## config.mk

```make
export PLATFORM = sky130hd
export DESIGN_NAME = charrua_ctrl
export DESIGN_NICKNAME = d
export VERILOG_FILES = /design/src/rtl/charrua_ctrl.sv
export SDC_FILE = /design/constraint.sdc
export NUM_CORES = 1
export LEC_CHECK = 0
export CORE_UTILIZATION = 40
export CTS_CLUSTER_SIZE = 20
export DETAILED_ROUTE_END_ITERATION = 16
export GPL_ROUTABILITY_DRIVEN = 1
export PLACE_DENSITY = 0.72
export SKIP_LAST_GASP = 1
export SYNTH_ARGS = -nofsm -noshare
export SYNTH_HDL_FRONTEND = slang
export SYNTH_SLANG_ARGS = --single-unit
```

## constraint.sdc

```tcl
create_clock -name clk -period 2.6 [get_ports clk]
set_input_delay 0.52 -clock clk [delete_from_list [all_inputs] [get_ports clk]]
set_output_delay 0.52 -clock clk [all_outputs]
set_load 0.05 [all_outputs]
```

## src/rtl/charrua_ctrl.sv

```systemverilog
// rtl/charrua_ctrl.sv - fetch/decode/execute sequencer driving an external combinational alu
module charrua_ctrl #(
  parameter int BITS   = 16,
  parameter int ADDR_W = 11
) (
  input  logic              clk,
  input  logic              rst,
  output logic [ADDR_W-1:0] mem_addr,
  output logic              mem_rd,
  output logic              mem_wr,
  output logic [BITS-1:0]   mem_wdata,
  input  logic [BITS-1:0]   mem_rdata,
  input  logic              mem_ack,
  output logic [4:0]        alu_opcode,
  output logic [BITS-1:0]   alu_a,
  output logic [BITS-1:0]   alu_acc,
  input  logic [BITS-1:0]   alu_result,
  output logic [ADDR_W-1:0] pc,
  output logic              halted
);

  localparam logic [2:0] S_FETCH   = 3'd0;
  localparam logic [2:0] S_DECODE  = 3'd1;
  localparam logic [2:0] S_OPERAND = 3'd2;
  localparam logic [2:0] S_EXEC    = 3'd3;
  localparam logic [2:0] S_WRITE   = 3'd4;
  localparam logic [2:0] S_HALT    = 3'd5;

  localparam logic [4:0] OP_STORE = 5'b00001;
  localparam logic [4:0] OP_JMP   = 5'b01000;
  localparam logic [4:0] OP_JZ    = 5'b01001;
  localparam logic [4:0] OP_JN    = 5'b01010;
  localparam logic [4:0] OP_NOT   = 5'b01111;
  localparam logic [4:0] OP_HALT  = 5'b11111;

  localparam logic [ADDR_W-1:0] PC_ONE = ADDR_W'(1);

  logic [2:0]        state_q, state_d;
  logic [ADDR_W-1:0] pc_q, pc_d;
  logic [BITS-1:0]   ir_q, ir_d;
  logic [BITS-1:0]   acc_q, acc_d;
  logic [BITS-1:0]   opnd_q, opnd_d;
  // live_q stays low for the first cycle after reset so an ack belonging to
  // a request dropped by reset can never complete the fresh fetch.
  logic              live_q, live_d;

  logic [4:0]        opcode;
  logic [ADDR_W-1:0] field_addr;
  logic [BITS-1:0]   field_zext;
  logic              req_rd, req_wr, acked;

  assign opcode     = ir_q[15:11];
  assign field_addr = ir_q[ADDR_W-1:0];
  assign field_zext = {{(BITS-11){1'b0}}, ir_q[10:0]};

  assign req_rd = live_q && ((state_q == S_FETCH) || (state_q == S_OPERAND));
  assign req_wr = live_q && (state_q == S_WRITE);
  assign acked  = mem_ack && (req_rd || req_wr);

  assign mem_rd     = req_rd;
  assign mem_wr     = req_wr;
  assign mem_addr   = (state_q == S_FETCH) ? pc_q : field_addr;
  assign mem_wdata  = acc_q;
  assign alu_opcode = (state_q == S_EXEC) ? opcode : 5'd0;
  assign alu_a      = opnd_q;
  assign alu_acc    = acc_q;
  assign pc         = pc_q;
  assign halted     = (state_q == S_HALT);

  // Next-state and datapath update for the instruction sequencer.
  always_comb begin
    state_d = state_q;
    pc_d    = pc_q;
    ir_d    = ir_q;
    acc_d   = acc_q;
    opnd_d  = opnd_q;
    live_d  = 1'b1;
    case (state_q)
      S_FETCH: begin
        if (acked) begin
          ir_d    = mem_rdata;
          pc_d    = pc_q + PC_ONE;
          state_d = S_DECODE;
        end
      end
      S_DECODE: begin
        state_d = S_FETCH;
        case (opcode)
          OP_STORE: state_d = S_WRITE;
          OP_JMP:   pc_d = field_addr;
          OP_JZ:    if (acc_q == '0) pc_d = field_addr;
          OP_JN:    if (acc_q[BITS-1]) pc_d = field_addr;
          OP_HALT:  state_d = S_HALT;
          OP_NOT:   state_d = S_EXEC;
          5'b00010, 5'b00100, 5'b00110,
          5'b10000, 5'b10010, 5'b10100: state_d = S_OPERAND;
          5'b00011, 5'b00101, 5'b00111, 5'b10001,
          5'b10011, 5'b10101, 5'b10110, 5'b10111: begin
            opnd_d  = field_zext;
            state_d = S_EXEC;
          end
          default: state_d = S_FETCH;
        endcase
      end
      S_OPERAND: begin
        if (acked) begin
          opnd_d  = mem_rdata;
          state_d = S_EXEC;
        end
      end
      S_EXEC: begin
        acc_d   = alu_result;
        state_d = S_FETCH;
      end
      S_WRITE: begin
        if (acked) state_d = S_FETCH;
      end
      S_HALT:  state_d = S_HALT;
      default: state_d = S_FETCH;
    endcase
  end

  // Architectural state registers with asynchronous reset.
  always_ff @(posedge clk or posedge rst) begin
    if (rst) begin
      state_q <= S_FETCH;
      pc_q    <= '0;
      ir_q    <= '0;
      acc_q   <= '0;
      opnd_q  <= '0;
      live_q  <= 1'b0;
    end else begin
      state_q <= state_d;
      pc_q    <= pc_d;
      ir_q    <= ir_d;
      acc_q   <= acc_d;
      opnd_q  <= opnd_d;
      live_q  <= live_d;
    end
  end

endmodule

```

# --- Yosys cells after proc, flatten, opt, wreduce, memory -nomap -nowiden ---
# Cells that the tools add are included.
totals:
  reg_bits: 63
  in_bits: 35
  out_inout_bits: 78
classes:
  addsub: 1
  eq_ne: 32
  muxes: 15
  reduce_logical: 16
op_table:
  columns: ["operator", "count"]
  rows:
  - ["$eq A5 B5 Y1 const B", 9]
  - ["$mux W11", 4]
  - ["$pmux W11 S3", 1]
  - ["$mux W16", 2]
  - ["$pmux W16 S2", 1]
  - ["$pmux W11 S2", 1]
  - ["$eq A5 B3 Y1 const B", 4]
  - ["$eq A5 B4 Y1 const B", 4]
  - ["$logic_not A16 Y1", 1]
  - ["$pmux W3 S5", 1]
  - ["$pmux W3 S4", 1]
  - ["$add A11 B1 Y11 const B", 1]
  - ["$eq A5 B2 Y1 const B", 2]
  - ["$mux W3", 3]
  - ["$reduce_or A9 Y1", 1]
  - ["$reduce_or A8 Y1", 1]
  - ["$eq A3 B2 Y1 const B", 2]
  - ["$eq A3 B3 Y1 const B", 2]
  - ["$ne A2 B2 Y1 const B", 3]
  - ["$ne A3 B3 Y1 const B", 2]
  - ["$reduce_and A3 Y1", 2]
  - ["$reduce_or A6 Y1", 1]
  - ["$eq A5 B1 Y1 const B", 1]
  - ["$mux W5", 1]
  - ["9 further kinds", 13]

# --- Longest topological paths before layout ---
# Gate-level depths: netlist (run 1).
logic_depth:
  word_depth: 7
  ltp_mapped: 7

# --- Worst setup path after synthesis (run 1) ---
# Ideal clock, no wire load.
synth_path:
  kind: "flip-flop to output port"
  start: "reg state_q[2]"
  end: "out mem_wr"
  arrival_ps: 2224
  path_slack_ps: -144
  path_stages_with_launch: 4
  path_buffers: 1
  cell_sequence: "dfrtp_1 -> buf_6 -> inv_1 -> nor4b_1"
synth_between:
  elab_chain_cells: 2
synth_lines:
  columns: ["item", "line", "text"]
  rows:
  - ["start, declared", "38", "logic [2:0] state_q, state_d;"]
  - ["start signal, assigned", "133", "state_q <= state_d;"]
  - ["$eq A3 B3 Y1", "57", "assign req_wr = live_q && (state_q == S_WRITE);"]
  - ["$logic_and A1 B1 Y1", "57", null]
  - ["end, declared", "10", "output logic mem_wr,"]
# Every way passes these cells.

# --- Worst setup path in the final report (run 1) ---
layout_path:
  start: "reg state_q[0]"
  end: "out mem_rd"
layout_between:
  elab_chain_cells: 3
  word_cells_on_any_way: 4
  cone_classes: "eq/ne (1); reduce/logical (3)"
layout_lines:
  columns: ["item", "line", "text"]
  rows:
  - ["$eq A3 B2 Y1 / $logic_not A3 Y1 (equally long branches)", "56", "assign req_rd = live_q && ((state_q == S_FETCH) || (state_q == S_OPERAND));"]
  - ["$logic_or A1 B1 Y1 (*)", "56", null]
  - ["$logic_and A1 B1 Y1 (*)", "56", null]
  - ["end, declared", "9", "output logic mem_rd,"]
# Every way passes the cells marked *; elsewhere a longest branch is shown, timed or not.

==> results.md, run 1 <==
- Drt first-iter violations: 156
- Mux cell area share after synthesis: 0.129
- Xor/xnor share of the synthesized area: 0.00266
- Vias in the first global route: between 2,000 and 3,000
- Die W: 92.8 um
- Crit path kind: register to output pin
- Commonest cells post-synth: nand2_1 (68), dfrtp_1 (63), mux2_2 (20)
- DR pass1 iterations: 4
- CP required: 2.08 ns
- Post-CTS setup buffers: 0
- Fmax: 0.395 GHz
- Status: completed
- Final Hold Violating Endpoints: 0
- Vias per Instance: 5.30
- Post-synth ARST share: 1.00
- Netlist cell types: 57
- CTS Buf Count: 9
- Filler cells: around 700
- Max-Cap Viols: 0
- CTS tree: done
- Top-area cell type share of the netlist area: 0.478
- Core Footprint: about 0.008 mm^2
- Min Clock Period, post-route: 2.53 ns
- Global Route Usage Sum: 0.209
- Initial antenna violation count: 0
- Post-route ant nets: 0
- Clk_lat worst skew: about 0.35 ns
- CTS sink count: 63
- Syn nets: 367
- Worst Setup End Kind: output pin
- Final worst path period share: 0.973
- Mapped Cells: 331
- Remaining Overflow, GRT: 0
- Setup_tns: 0 ns
- Nets@finish: 467
- M1 WL: ~3700 um
- Synth Area in Simple Gates: 0.191
- Critical path fanouts, max: 15
- Area growth syn-to-layout: 45.6%
- Wire per inst: about 16 um
- Worst-path clk slew: around 0.080 ns
- Main synth FF type: dfrtp_1
- Post-CTS resize count: 0
- Post-synth EDFFs: 0
- Ant. Diodes: 0
- Post-Layout Cell Count: approximately 540
- WL final: 8570 um
- Most numerous cell in the Yosys netlist: nand2_1
- Adder-cell area share of the yosys netlist: 0.00380
- Largest net degree at the start of global routing: 28
- Placed cell area: 0.00455 mm^2
- Compound-gate portion of the synthesized area: 0.123
- Worst slew pin tran: 1.00 ns
- Root Driver: clkbuf_8
- Post-synthesis average cell area: between 9 and 10 um^2
- Largest family of logic cells by synthesized area: simple AND/OR/NAND/NOR gates
- CP arrival: 2.01 ns
- # rows: 32
- Top routing layer in use: met4
- Initial Utilization: 0.420
- Yosys warns: 0
- H-Tree Depth: 3
- Setup violations, final: 0
- FF+latch count, synth: 63
- Detailed Place HPWL: 6390 um
- Yosys top cell by area: dfrtp_1
- Cell area after layout: 0.00480 mm^2
- Worst rel slew slack: 0.333
- DR WL met3: 415 um
- Layout cells sized above 1: 0.174
- Post-Syn Area: 0.00330 mm^2
- RePlAce Congestion: 0.873
- Via count: roughly 2,900
- Worst Hold Class: register to register
- DRC: 0
- Placed instance count: 522
- Setup Skew: between 0.009 and 0.01 ns
- Post-CTS Hold Buffers: 0
- Die Y-Extent: around 93 um
- First-pass GRT wire length: 14,000 um
- Fin. max-slew vios: 0
- PortBufs: 112
- Ports: around 110
- Clock Path Buffers: 2
- Synth area leaders: dfrtp_1 (48%), nand2_1 (7.7%), mux2_2 (6.8%)
- Startpoint types: register
- Met2 Wirelength: between 4000 and 5000 um
- Register area share after synthesis: 0.478
- Die Area: between 0.008 and 0.009 mm^2
- RSZ-0062 raised after global routing: false
==> stage by stage <==
stage / hold WS, ns / worst slack (ns) / util
detailed placement: 0.481 / 0.210 / 0.579
floorplan: 0.477 / 0.325 / -
CTS: 0.498 / 0.0573 / 0.612
global route: 0.509 / 0.00251 / 0.612
finish: 0.491 / 0.0700 / 0.612
global placement: 0.469 / 0.282 / 0.579
==> worst paths after layout <==
| kind | depth (start not counted) | end | startpoint | slack (ns) |
|---|---|---|---|---|
| worst max-delay path | 2 | mem_rd | state_q[0] | 0.07 |
| worst min-delay path | 2 | alu_a[9] | alu_a[9] | 0.49 |
| worst max register to register | 5 | pc[9] | state_q[0] | 0.43 |
| worst min register to register | 2 | alu_a[9] | alu_a[9] | 0.49 |
| max in group asynchronous | 3 | ir_q[3] | rst | 1.55 |
| min in group asynchronous | 2 | alu_acc[13] | rst | 0.50 |
==> kinds of logic after synthesis <==
family,Yosys count
fa+ha+maj,1
compound gates,58
mux,39
flops,63
simple gates,127
xor+xnor,1
buf+inv,41
other cells,1
==> cells in the final DEF, fill, tap and decap left out, types with 3 or more instances in the layout <==
| cell type | n |
|---|---|
| mux2_1 | 8 |
| bufinv_16 | 3 |
| nand2_1 | 68 |
| o22ai_1 | 3 |
| nand4_1 | 3 |
| nor4_1 | 5 |
| nor2_1 | 16 |
| o221a_1 | 3 |
| nor3_1 | 8 |
| a31oi_1 | 4 |
| and3_1 | 7 |
| buf_12 | 14 |
| a21oi_1 | 5 |
| clkdlybuf4s50_1 | 94 |
| a22o_1 | 5 |
| inv_1 | 7 |
| mux2i_1 | 11 |
| dfrtp_1 | 63 |
| buf_4 | 13 |
| nand3_1 | 3 |
| o21ai_1 | 14 |
| mux2_2 | 20 |
| o21ai_0 | 4 |
| clkbuf_8 | 10 |
==> registers in the layout, summed over array words and instances (netlist names) <==
name and cells:
ir_q 16, state_q 3, pc 11, alu_a 16, live_q 1, alu_acc 16
==> final cells by class <==
class | instances | area [um^2] | area share
Clock buffer | 10 | 138 | 0.0287
Tap cell | 102 | 128 | 0.0266
Clock inverter | 6 | 116 | 0.0242
Sequential cell | 63 | 1580 | 0.328
Timing Repair Buffer | 121 | 1320 | 0.275
Inverter | 9 | 33.8 | 0.00704
Multi-Input combinational cell | 227 | 1490 | 0.310
==> critical path, stage by stage, from the launching register on <==
cell and delay [ns]:
dfrtp_1 0.56, nor3b_1 0.26, clkdlybuf4s50_1 0.84
==> metal layers <==
metal / GRT usage / vias up
met5: 0 / -
met4: 0.0962 / 0
met3: 0.0296 / 15
met2: 0.336 / 79
met1: 0.279 / 1395
li1: - / 1363
Power of run 1 is left out: the tool's default activity adds up to more than one toggle a clock period on the data nets, which glitch-free logic cannot reach.
==> run 2, diff against run 1 <==
Settings changed: CTS_BUF_LIST set to sky130_fd_sc_hd__clkbuf_16.
Clock period 2.6 ns to 2.7 ns, I/O delays scaled along.
==> run 2 against run 1 <==
  * Via count is 1.2% lower
  * Non-clock buffer count decreased by 2
  * Global-route usage up 0.12 points
  * Die area unchanged
  * Register-to-register slack improved by 0.16 ns
  * Clock-buffer cell count decreased by 1
  * First-iteration DRC count fell by 5.1%
  * Critical path type unchanged
  * Largest cell class unchanged
  * Highest routed layer unchanged
==> results.md, run 2 (synthesis gave the netlist of run 1 again) <==
- Status: completed
- Max-Cap Viols: 0 (unchanged)
- Worst slew pin tran: 0.529 ns (-0.471 ns)
- Ports: 113 (unchanged)
- Clock Path Buffers: 2 (unchanged)
- Vias in the first global route: 2,801 (+1.8%)
- Core Footprint: 0.00785 mm^2 (unchanged)
- CTS Buf Count: 9 (unchanged)
- WL final: 8770 um (+2.4%)
- Post-CTS setup buffers: 0 (unchanged)
- Worst hold path endpoint: alu_a[9]
- Critical path fanouts, max: 15 (unchanged)
- CP arrival: 2.04 ns (+0.03 ns)
- Via count: 2,819 (-1.2%)
- CTS tree: done
- Die Y-Extent: 92.8 um (unchanged)
- Vias per Instance: 5.26 (-0.79%)
- Setup violations, final: 0 (unchanged)
- H-Tree Depth: 3 (unchanged)
- Hold Startpoint: alu_a[9]
- Initial Utilization: 0.420 (unchanged)
- DRC: 0 (unchanged)
- Slowest CP cell: clkdlybuf4s50_1
- Layout cells sized above 1: 0.152 (-0.0222)
- Fin. max-slew vios: 0 (unchanged)
- Largest net degree at the start of global routing: 64 (+130%)
- RePlAce Congestion: 0.823 (-5.8%)
- Worst Hold Class: register to register
- First-pass GRT wire length: 14,200 um (+2.0%)
- Fmax: around 0.39 GHz
- PortBufs: 112 (unchanged)
- CTS sink count: 63 (unchanged)
- Clk_lat worst skew: 0.32 ns (-0.03 ns)
- Die Area: 0.00861 mm^2 (unchanged)
- Detailed Place HPWL: 6180 um (-3.3%)
- Area growth syn-to-layout: 47.2%
- Global Route Usage Sum: 0.210 (+0.00121)
- # rows: 32 (unchanged)
- Initial antenna violation count: 0 (unchanged)
- R2R depth: 4 (-1)
- Min Clock Period, post-route: 2.58 ns
- Die W: 92.8 um (unchanged)
- Setup_tns: 0 ns (unchanged)
- R2r endpoint: pc[10]
- Remaining Overflow, GRT: 0 (unchanged)
- Final Hold Violating Endpoints: 0 (unchanged)
- CP required: 2.16 ns (+0.08 ns)
- Worst R2R Start: state_q[0]
- Nets@finish: 465 (-0.43%)
- Reg-to-reg slack, setup: 0.59 ns (+0.16 ns)
- Most common cell after layout, fill and taps aside: clkdlybuf4s50_1
- Startpoint types: register
- Final worst path period share: 0.957
- Worst rel slew slack: 0.646 (+0.313)
- Drt first-iter violations: 148 (-5.1%)
- CP Cell Sequence: nand2b_1 -> nor2_1 -> clkdlybuf4s50_1
- DR pass1 iterations: 4 (unchanged)
- Crit path kind: register to output pin
- Filler cells: 685 (-2.3%)
- Wire per inst: 16.4 um (+2.8%)
- Ant. Diodes: 0 (unchanged)
- Post-route ant nets: 0 (unchanged)
- Worst Setup End Kind: output pin
- Setup Skew: 0.00769 ns (-0.00150 ns)
- Most frequent cells in the layout: clkdlybuf4s50_1 (95), nand2_1 (68), dfrtp_1 (63)
- Peak per-stage delay on the critical path: 0.81 ns (-0.03 ns)
- RSZ-0062 raised after global routing: false
- Worst-path clk slew: 0.05 ns (-0.03 ns)
- Root Driver: clkbuf_16
- Hold Path Stages: 2 (unchanged)
==> run 2: cell types whose count changed in the layout (fill, tap and decap cells not counted), sizes merged <==
cell	change
buf	-6
bufinv	-1
clkbuf	-1
clkdlybuf4s50	+1
clkinv	+1
dlymetal6s2s	+3
inv	+1
==> run 2: worst max-delay path by stage <==
stage,startpoint,to,slack [ns],cells past startpoint
after global routing,state_q[2],halted,0.001,3
after global placement,state_q[1],alu_opcode[1],0.41,4
final,state_q[0],halted,0.12,3
after detailed placement,mem_ack,pc[3],0.36,6
after floorplan,state_q[2],alu_opcode[0],0.41,5
after CTS,state_q[1],alu_opcode[3],0.02,4
==> run 2: critical path, delay by kind of cell, from the launching register on <==
kind                   cells  cell delay, ns
and+or+nand+nor            2            0.30
buffers and inverters      1            0.81
DFF                        1            0.62
==> run 2: layer usage <==
| metal | vias up | GRT usage | wire (um) |
|---|---|---|---|
| met1 | 1379 | 0.282 | 3870 |
| met3 | 6 | 0.0386 | 361 |
| met5 | - | 0 | 0 |
| met2 | 69 | 0.356 | 4470 |
| li1 | 1365 | - | - |
| met4 | 0 | 0.0410 | 67 |
==> run 2: per-stage QoR <==
step	util	setup slack (ns)	hold slack (ns)	cell area [um^2]	instances
global placement	0.579	0.407	0.472	4540	520
finish	0.619	0.116	0.483	4850	536
detailed placement	0.579	0.358	0.478	4540	520
floorplan	-	0.405	0.477	3300	331
global route	0.619	0.00121	0.518	4850	536
CTS	0.618	0.0212	0.490	4850	536
==> run 2: repair_timing <==
action,4_1_cts,5_1_grt
hold buffers,0,0
endpoints found under the setup margin,0,3
resized for setup,0,3
==> run 2: area by class of cell <==
cell class	instances	area (um^2)	share of cell area
multi-input cells	227	1490	0.307
repair buffers	119	1320	0.272
inverters	9	33.8	0.00696
clock inverters	7	80.1	0.0165
clock buffers	9	225	0.0464
flip-flops and latches	63	1580	0.325
well taps	102	128	0.0263
Power of run 2 is left out for the same reason.
==> run 3, diff against run 2 <==
Settings changed: CORE_MARGIN set to 5.
==> run 3 against run 2 <==
  * Utilization decreased by 1.3 points
  * Routed wire length increased by 5.2%
  * Non-clock buffer count increased by 2
  * Cell count increased by 0.93%
  * Largest cell class unchanged
==> results.md, run 3 (synthesis gave the netlist of run 1 again) <==
- Clock Path Buffers: 2 (unchanged)
- CP arrival: 1.98 ns (-0.06 ns)
- Die Y-Extent: 101 um (+8.6%)
- Worst-path clk slew: 0.06 ns (about the same)
- Initial Utilization: 0.405 (-0.0148)
- RSZ-0062 raised after global routing: false
- Critical path fanouts, max: 15 (unchanged)
- Largest net degree at the start of global routing: 43 (-33%)
- Global Route Usage Sum: 0.189 (-0.0213)
- CP delay by family, top: buffers and inverters
- Detailed Place HPWL: 6850 um (+11%)
- Worst slew pin tran: 0.535 ns (+0.00662 ns)
- CP required: 2.16 ns (about the same)
- PortBufs: 112 (unchanged)
- First-pass GRT wire length: 15,100 um (+6.0%)
- Clk_lat worst skew: 0.33 ns (about the same)
- CTS tree: done
- Vias per Instance: 5.28 (+0.31%)
- Setup Skew: 0.00458 ns (-0.00311 ns)
- Placed instance count: 525 (+0.96%)
- Fin. max-slew vios: 0 (unchanged)
- Filler cells: 656 (-4.2%)
- # rows: 33 (+3.1%)
- Area growth syn-to-layout: 49.5%
- Crit path kind: register to output pin
- Post-route core utilization: 0.606 (-0.0126)
- Setup violations, final: 0 (unchanged)
- Ports: 113 (unchanged)
- CP Cell Sequence: nor3b_1 -> clkdlybuf4s50_1
- Post-CTS setup buffers: 0 (unchanged)
- RePlAce Congestion: 0.855 (+3.9%)
- H-Tree Depth: 3 (unchanged)
- CTS sink count: 63 (unchanged)
- Final worst path period share: 0.934 (-0.0227)
- Drt first-iter violations: 141 (-4.7%)
- Die Area: 0.0102 mm^2 (+18%)
- Nets@finish: 467 (+0.43%)
- Startpoint types: register
- Via count: 2,854 (+1.2%)
- Most frequent cells in the layout: clkdlybuf4s50_1 (94), nand2_1 (68), dfrtp_1 (63)
- Wire per inst: 17.1 um (+4.3%)
- DR pass1 iterations: 4 (unchanged)
- DRC: 0 (unchanged)
- Remaining Overflow, GRT: 0 (unchanged)
- CTS Buf Count: 9 (unchanged)
- Worst Hold Class: register to register
- Worst rel slew slack: 0.638 (-0.00834)
- Post-CTS Hold Buffers: 0 (unchanged)
- Buf/Inv on CP: 1 (unchanged)
- Die W: 101 um (+8.6%)
- Status: completed
- Layout cells sized above 1: 0.165 (+0.0131)
- Root Driver: clkbuf_16
- Min Clock Period, post-route: 2.52 ns (-0.0613 ns)
- Post-route ant nets: 0 (unchanged)
- Most common cell after layout, fill and taps aside: clkdlybuf4s50_1
- Fmax: 0.396 GHz (+2.4%)
- WL final: 9230 um (+5.2%)
- Final Hold Violating Endpoints: 0 (unchanged)
- Slowest CP cell: clkdlybuf4s50_1
- Core Footprint: 0.00813 mm^2 (+3.7%)
- Max-Cap Viols: 0 (unchanged)
- Ant. Diodes: 0 (unchanged)
- Setup_tns: 0 ns (unchanged)
- Initial antenna violation count: 0 (unchanged)
- Worst Setup End Kind: output pin
- Post-Layout Cell Count: 541 (+0.93%)
- Peak per-stage delay on the critical path: 0.85 ns (+0.04 ns)
- Final hold slack: 0.493 ns (+0.00978 ns)
- Vias in the first global route: 2,897 (+3.4%)
==> run 3: cell types whose count changed in the layout (fill, tap and decap cells not counted), sizes merged <==
cell | before | now
clkinvlp | 0 | 1
clkinv | 3 | 2
clkdlybuf4s50 | 95 | 94
inv | 11 | 9
bufinv | 2 | 4
dlygate4sd2 | 0 | 3
dlymetal6s2s | 3 | 1
buf | 21 | 23
==> run 3: what timing repair did <==
item / 4_1_cts / 5_1_grt
gates resized for setup: 3 / 1
endpoints found under the setup margin: 3 / 1
endpoints found under the hold margin: 0 / 0
==> run 3: layer usage <==
| metal | wire length, um | GRT usage | up-vias |
|---|---|---|---|
| met5 | 0 | 0 | - |
| met3 | 537 | 0.0436 | 13 |
| met4 | 175 | 0.0725 | 0 |
| met2 | 4560 | 0.301 | 91 |
| li1 | - | - | 1364 |
| met1 | 3960 | 0.250 | 1386 |
==> run 3: final cells by class <==
type / instances / area, um^2 / share of cell area
clock inverter: 7 / 145 / 0.0294
inverter: 9 / 33.8 / 0.00685
timing repair buffer: 121 / 1330 / 0.269
multi-input combinational: 227 / 1490 / 0.302
tap: 105 / 131 / 0.0266
sequential: 63 / 1580 / 0.320
clock buffer: 9 / 225 / 0.0457
==> run 3: worst paths after layout <==
kind	startpoint	end	slack, ns	cells past startpoint
min reg2reg	alu_a[1]	alu_a[1]	0.49	2
max	state_q[0]	mem_rd	0.18	2
min	alu_a[1]	alu_a[1]	0.49	2
max in group asynchronous	rst	pc[1]	1.56	3
max reg2reg	state_q[0]	pc[3]	0.58	4
min in group asynchronous	rst	alu_acc[3]	0.56	2
==> run 3: metrics by stage <==
| stage | instance area (um^2) | setup WS, ns |
|---|---|---|
| floorplan | 3300 | 0.405 |
| global placement | 4560 | 0.387 |
| detailed placement | 4560 | 0.326 |
| CTS | 4930 | 0.0677 |
| global route | 4930 | 0.118 |
| finish | 4930 | 0.177 |
==> run 3: worst min-delay path: cells and delay by family, from the launching register on <==
family	cells	cell delay [ns]
AND/OR/NAND/NOR	1	0.05
flip-flops	1	0.34
AO/OA/AOI/OAI	1	0.06
Power of run 3 is left out for the same reason.
